## config.mk

```make
export PLATFORM = sky130hd
export DESIGN_NAME = instr_fetch_unit_flat
export DESIGN_NICKNAME = d
export VERILOG_FILES = /design/src/rtl/instr_fetch_unit_if.sv /design/src/rtl/instr_fetch_unit.sv /design/src/flat_wrapper.sv
export SDC_FILE = /design/constraint.sdc
export NUM_CORES = 1
export LEC_CHECK = 0
export BUFFER_PORTS_ARGS = -buffer_cell sky130_fd_sc_hd__buf_2
export CORE_ASPECT_RATIO = 0.9
export CORE_MARGIN = 5
export CORE_UTILIZATION = 54
export CTS_BUF_LIST = sky130_fd_sc_hd__clkbuf_8 sky130_fd_sc_hd__clkbuf_16
export DETAILED_ROUTE_END_ITERATION = 8
export PLACE_DENSITY = 0.86
export SETUP_SLACK_MARGIN = 0.2
export SYNTH_ARGS = -nofsm -noshare
export SYNTH_HDL_FRONTEND = slang
export SYNTH_SLANG_ARGS = --single-unit
```

## constraint.sdc

```tcl
create_clock -name clk -period 7.3 [get_ports clk]
set_input_delay 0.73 -clock clk [delete_from_list [all_inputs] [get_ports clk]]
set_output_delay 0.73 -clock clk [all_outputs]
set_load 0.1 [all_outputs]
```

## src/rtl/instr_fetch_unit_if.sv

```systemverilog
// -----------------------------------------------------------------------------
// instr_fetch_unit_if
// Instruction memory read port between the fetch unit and instruction memory.
//   mem_rd    : read request, held until mem_ready
//   mem_addr  : word-aligned read address, stable while mem_rd is high
//   mem_rdata : read data, valid in the cycle mem_ready is high
//   mem_ready : memory acknowledge, one per request
// Modports: master = fetch unit, slave = instruction memory.
// -----------------------------------------------------------------------------
interface instr_fetch_unit_if;
   logic        mem_rd;
   logic [31:0] mem_addr;
   logic [31:0] mem_rdata;
   logic        mem_ready;

   modport master (
      output mem_rd,
      output mem_addr,
      input  mem_rdata,
      input  mem_ready
   );

   modport slave (
      input  mem_rd,
      input  mem_addr,
      output mem_rdata,
      output mem_ready
   );
endinterface

```

## src/rtl/instr_fetch_unit.sv

```systemverilog
// -----------------------------------------------------------------------------
// instr_fetch_unit
// Owns the program counter and instruction register of the multi-cycle ARM
// core and runs the instruction memory read handshake for the control FSM.
//
// Ports:
//   clk, rst   : clock (rising edge), asynchronous active-high reset
//   fetch_req  : level request for the next instruction (write_ir)
//   pc_we      : PC write strobe (write_pc)
//   pc_sel     : 00 sequential (no-op), 01 load pc_rm, 10 load pc_branch,
//                11 ignored
//   pc_rm      : register-sourced target (BX)
//   pc_branch  : ALU-computed branch target
//   mem        : instruction memory read port (master side)
//   ir         : instruction register
//   ir_valid   : one-cycle pulse, ir freshly updated
//   pc         : current PC
//   fetch_err  : one-cycle pulse after a fetch times out
// -----------------------------------------------------------------------------
module instr_fetch_unit #(
   parameter logic [31:0] RESET_PC = 32'h0000_0000,
   parameter int          TIMEOUT  = 255
) (
   input  logic                       clk,
   input  logic                       rst,
   input  logic                       fetch_req,
   input  logic                       pc_we,
   input  logic [1:0]                 pc_sel,
   input  logic [31:0]                pc_rm,
   input  logic [31:0]                pc_branch,
   instr_fetch_unit_if.master         mem,
   output logic [31:0]                ir,
   output logic                       ir_valid,
   output logic [31:0]                pc,
   output logic                       fetch_err
);

   typedef enum logic [1:0] {IDLE, REQ, DONE} state_t;

   // Value of the wait counter on the last REQ cycle allowed before timeout
   localparam logic [7:0] WAIT_LAST = 8'(TIMEOUT - 1);

   state_t      state_reg,     state_next;
   logic [31:0] pc_reg,        pc_next;
   logic [31:0] ir_reg,        ir_next;
   logic        ir_valid_reg,  ir_valid_next;
   logic        fetch_err_reg, fetch_err_next;
   logic        mem_rd_reg,    mem_rd_next;
   logic [31:0] mem_addr_reg,  mem_addr_next;
   logic [7:0]  wait_cnt_reg,  wait_cnt_next;
   logic        discard_reg,   discard_next;

   logic        redirect;
   logic [31:0] redirect_pc;

   // Only the two explicit load selects move the PC; the sequential select
   // is a no-op because the +4 is applied at fetch completion.
   assign redirect    = pc_we && ((pc_sel == 2'b01) || (pc_sel == 2'b10));
   assign redirect_pc = ((pc_sel == 2'b01) ? pc_rm : pc_branch) & 32'hFFFF_FFFC;

   always_ff @(posedge clk or posedge rst) begin
      if (rst) begin
         state_reg     <= IDLE;
         pc_reg        <= RESET_PC;
         ir_reg        <= 32'h0;
         ir_valid_reg  <= 1'b0;
         fetch_err_reg <= 1'b0;
         mem_rd_reg    <= 1'b0;
         mem_addr_reg  <= RESET_PC;
         wait_cnt_reg  <= 8'h0;
         discard_reg   <= 1'b0;
      end else begin
         state_reg     <= state_next;
         pc_reg        <= pc_next;
         ir_reg        <= ir_next;
         ir_valid_reg  <= ir_valid_next;
         fetch_err_reg <= fetch_err_next;
         mem_rd_reg    <= mem_rd_next;
         mem_addr_reg  <= mem_addr_next;
         wait_cnt_reg  <= wait_cnt_next;
         discard_reg   <= discard_next;
      end
   end

   always_comb begin
      state_next     = state_reg;
      pc_next        = redirect ? redirect_pc : pc_reg;
      ir_next        = ir_reg;
      ir_valid_next  = 1'b0;
      fetch_err_next = 1'b0;
      mem_rd_next    = mem_rd_reg;
      mem_addr_next  = mem_addr_reg;
      wait_cnt_next  = wait_cnt_reg;
      discard_next   = discard_reg;

      case (state_reg)
         IDLE: begin
            if (fetch_req) begin
               // A load arriving in the same cycle is honoured by fetching
               // from the new PC, so pc and mem_addr never disagree.
               mem_addr_next = pc_next;
               mem_rd_next   = 1'b1;
               wait_cnt_next = 8'h0;
               discard_next  = 1'b0;
               state_next    = REQ;
            end
         end

         REQ: begin
            if (mem.mem_ready) begin
               mem_rd_next = 1'b0;
               if (discard_reg || redirect) begin
                  // Stale data for a superseded PC: drop it silently
                  discard_next = 1'b0;
                  state_next   = IDLE;
               end else begin
                  ir_next       = mem.mem_rdata;
                  pc_next       = pc_reg + 32'd4;
                  ir_valid_next = 1'b1;
                  state_next    = DONE;
               end
            end else if (wait_cnt_reg == WAIT_LAST) begin
               mem_rd_next    = 1'b0;
               fetch_err_next = 1'b1;
               discard_next   = 1'b0;
               state_next     = IDLE;
            end else begin
               wait_cnt_next = wait_cnt_reg + 8'd1;
               if (redirect) begin
                  discard_next = 1'b1;
               end
            end
         end

         DONE: begin
            state_next = IDLE;
         end

         default: begin
            state_next = IDLE;
         end
      endcase
   end

   assign mem.mem_rd   = mem_rd_reg;
   assign mem.mem_addr = mem_addr_reg;
   assign ir           = ir_reg;
   assign ir_valid     = ir_valid_reg;
   assign pc           = pc_reg;
   assign fetch_err    = fetch_err_reg;

endmodule

```

## src/flat_wrapper.sv

```systemverilog
// flat-port wrapper written by rule: the top's interface ports become plain ports
module instr_fetch_unit_flat 
#(
   parameter logic [31:0] RESET_PC = 32'h0000_0000,
   parameter int          TIMEOUT  = 255
)
  (clk, rst, fetch_req, pc_we, pc_sel, pc_rm, pc_branch, ir, ir_valid, pc, fetch_err, mem_mem_rd, mem_mem_addr, mem_mem_rdata, mem_mem_ready);
  instr_fetch_unit_if mem_i ();
  input  logic clk;
  input  logic rst;
  input  logic fetch_req;
  input  logic pc_we;
  input  logic [1:0] pc_sel;
  input  logic [31:0] pc_rm;
  input  logic [31:0] pc_branch;
  output logic [31:0] ir;
  output logic ir_valid;
  output logic [31:0] pc;
  output logic fetch_err;
  output wire logic [$bits(mem_i.mem_rd)-1:0] mem_mem_rd;
  output wire logic [$bits(mem_i.mem_addr)-1:0] mem_mem_addr;
  input wire logic [$bits(mem_i.mem_rdata)-1:0] mem_mem_rdata;
  input wire logic [$bits(mem_i.mem_ready)-1:0] mem_mem_ready;
  assign mem_mem_rd = mem_i.mem_rd;
  assign mem_mem_addr = mem_i.mem_addr;
  assign mem_i.mem_rdata = mem_mem_rdata;
  assign mem_i.mem_ready = mem_mem_ready;
  instr_fetch_unit #(.RESET_PC(RESET_PC), .TIMEOUT(TIMEOUT)) u_core (.clk(clk), .rst(rst), .fetch_req(fetch_req), .pc_we(pc_we), .pc_sel(pc_sel), .pc_rm(pc_rm), .pc_branch(pc_branch), .mem(mem_i), .ir(ir), .ir_valid(ir_valid), .pc(pc), .fetch_err(fetch_err));
endmodule
```

==> results_dict.tcl <==
set metrics [dict create \
    status "finished, final reports clean" \
    core_area_mm2 0.0101 \
    synth-main-ff-cell "dfrtp_1" \
    drt_wl_total_um 14500 \
    setup_ws_ns 4.00 \
    hold_slack_ns 0.432 \
    synth.avg_cell_area_um2 9.21 \
    hp-class "in2async" \
    drive_gt1_frac 0.294 \
    critical_path.cell_chain "buf_2 -> inv_1 -> ha_2 -> nand2b_2 -> buf_4 -> nand2b_1 -> buf_4 -> inv_2 -> buf_4 -> a211oi_1 -> a31oi_1" \
    area_growth_pct 24.1 \
    tightest_slew_ns 1.02 \
    async_flop_share 1.00 \
    synth_edf_count 0 \
    fin_tns_setup_ns 0 \
    grt_pass1_vias 4937 \
    fill_cells 807 \
    vias 5099 \
    post-place-ws_ns 3.69 \
    wl_per_cell_um 16.0 \
    placement_rows 35 \
    initial_core_util 0.545 \
    netlist_area_mm2 0.00551 \
    synth_top_cell_by_area "dfrtp_1" \
    post-route-util 0.676 \
    drv_cap 0 \
    io_pins 202 \
    synth_cells 598 \
    die_w_um 116 \
    antenna_found_initial 0 \
    drv_slew 0 \
    endpoint_kind "flip-flop" \
    crit_slowest_cell "buf_4" \
    synth_seq_area_share 0.500 \
    portBuffers 197 \
    required_ns 7.56 \
    rsz0062_at_grt "false" \
    die_h_um 106 \
    setup_viol 0 \
    critPathBufInv 6 \
    gp_congestion 0.820 \
    synth.distinct_cells 47 \
    cts_buffers 9 \
    yosys-top-cells-count "147 x nand2_1, 110 x dfrtp_1, 40 x mux2i_1, 37 x o21ai_0, 34 x nor2_1" \
    grt_use_total 0.238 \
    root_buffer "clkbuf_16" \
    synth_nets 705 \
    antenna_left 0 \
    ys_top_cells_by_area "dfrtp_1 50%, nand2_1 10%, mux2i_1 7.3%" \
    path_max_fanout 76 \
    relSlewSlack 0.315 \
    synth_top_cell_area_share 0.500 \
    synth_warnings 0 \
    worst-setup-path-type "in2reg" \
    dr.pass1.iters 5 \
    synth_seq_cells 110 \
    postCtsResizedCells 0 \
    grt_max_degree 77 \
    fmax_ghz 0.303 \
    period_share 0.452 \
    setup.worst_path.start_class "input port" \
    cpMostUsedCell "buf_4" \
    clk_path_buf_depth 2 \
    critical-path-max-stage-delay_ns 0.58 \
    clk_pin_slew_worst_paths_ns 0.08 \
    worstPathArrival_ns 3.55 \
    vias_per_cell 5.62 \
    yosys.cell_count.top_type "nand2_1" \
    die_area_mm2 0.0123 \
    hold_violations 0 \
    antenna_cells 0 \
    holdBufCountCts 0 \
    final.setup_skew_ns 0.00740 \
    drc_errors 0 \
    critPathTopFamily "buffers and inverters" \
    finalNetCount 880 \
    htree_levels 3 \
    dpl.hpwl_um 10500 \
    grt_overflow 0 \
    period_minus_slack_ns 3.30 \
    clk_latency_ns 0.34 \
    grt_pass1_wl_um 23500 \
    drt_iter0_markers 362 \
    clock_sinks 110 \
    cts_tree "done" \
    post-cts-setup-buffers 0 \
]
cell usage in the layout, fill, tap and decap left out, types with 11 or more instances in the layout:
cell type  count
a211oi_1      15
a21oi_1       32
a31oi_1       14
buf_2        197
dfrtp_1      110
mux2i_1       40
nand2_1      146
nand4_1       14
nor2_1        34
o21ai_0       37
o31ai_1       15
or4_1         12
xor2_1        11
cell type report:
type                            count  area (um2)  area share
Sequential cell                   110        2750       0.403
Tap cell                          129         161      0.0236
Inverter                           11        43.8     0.00641
Timing Repair Buffer              201        1020       0.149
Multi-Input combinational cell    440        2570       0.376
Clock buffer                       10         239      0.0350
Clock inverter                      6        56.3     0.00824
routing by layer:
metal	part of all wire	vias to the layer above	global-route usage
met4	0.024	0	0.0886
met3	0.062	24	0.0379
met2	0.51	185	0.393
met5	0	-	0
met1	0.41	2439	0.314
li1	-	2451	-
stage by stage:
step           instance area [um2]  std cells
6_report                      6840        907
4_1_cts                       6840        907
3_5_place_dp                  6540        891
3_3_place_gp                  6540        891
5_1_grt                       6840        907
2_1_floorplan                 5510        598
logic make-up after synthesis:
logic type / Yosys count / share of synthesized area
simple gates: 254 / 0.218
fa+ha+maj: 4 / 0.00909
buf+inv: 48 / 0.0357
compound gates: 125 / 0.137
xor+xnor: 15 / 0.0238
mux: 42 / 0.0768
flops: 110 / 0.500
path summary, 6_finish.rpt:
path | from | end | slack (ns) | cells past startpoint
min | rst | u_core.ir[29] | 0.43 | 2
min in group clk | u_core.ir[5] | u_core.ir[5] | 0.47 | 2
max in group asynchronous | rst | u_core.pc[28] | 5.61 | 3
min reg2reg | u_core.ir[5] | u_core.ir[5] | 0.47 | 2
max | pc_sel[1] | u_core.pc[28] | 4.00 | 11
max reg2reg | u_core.state_reg[1] | u_core.pc[28] | 4.80 | 7
Power is not shown: default switching activity piles up to over one toggle a cycle in this logic, so the estimate is an artifact.
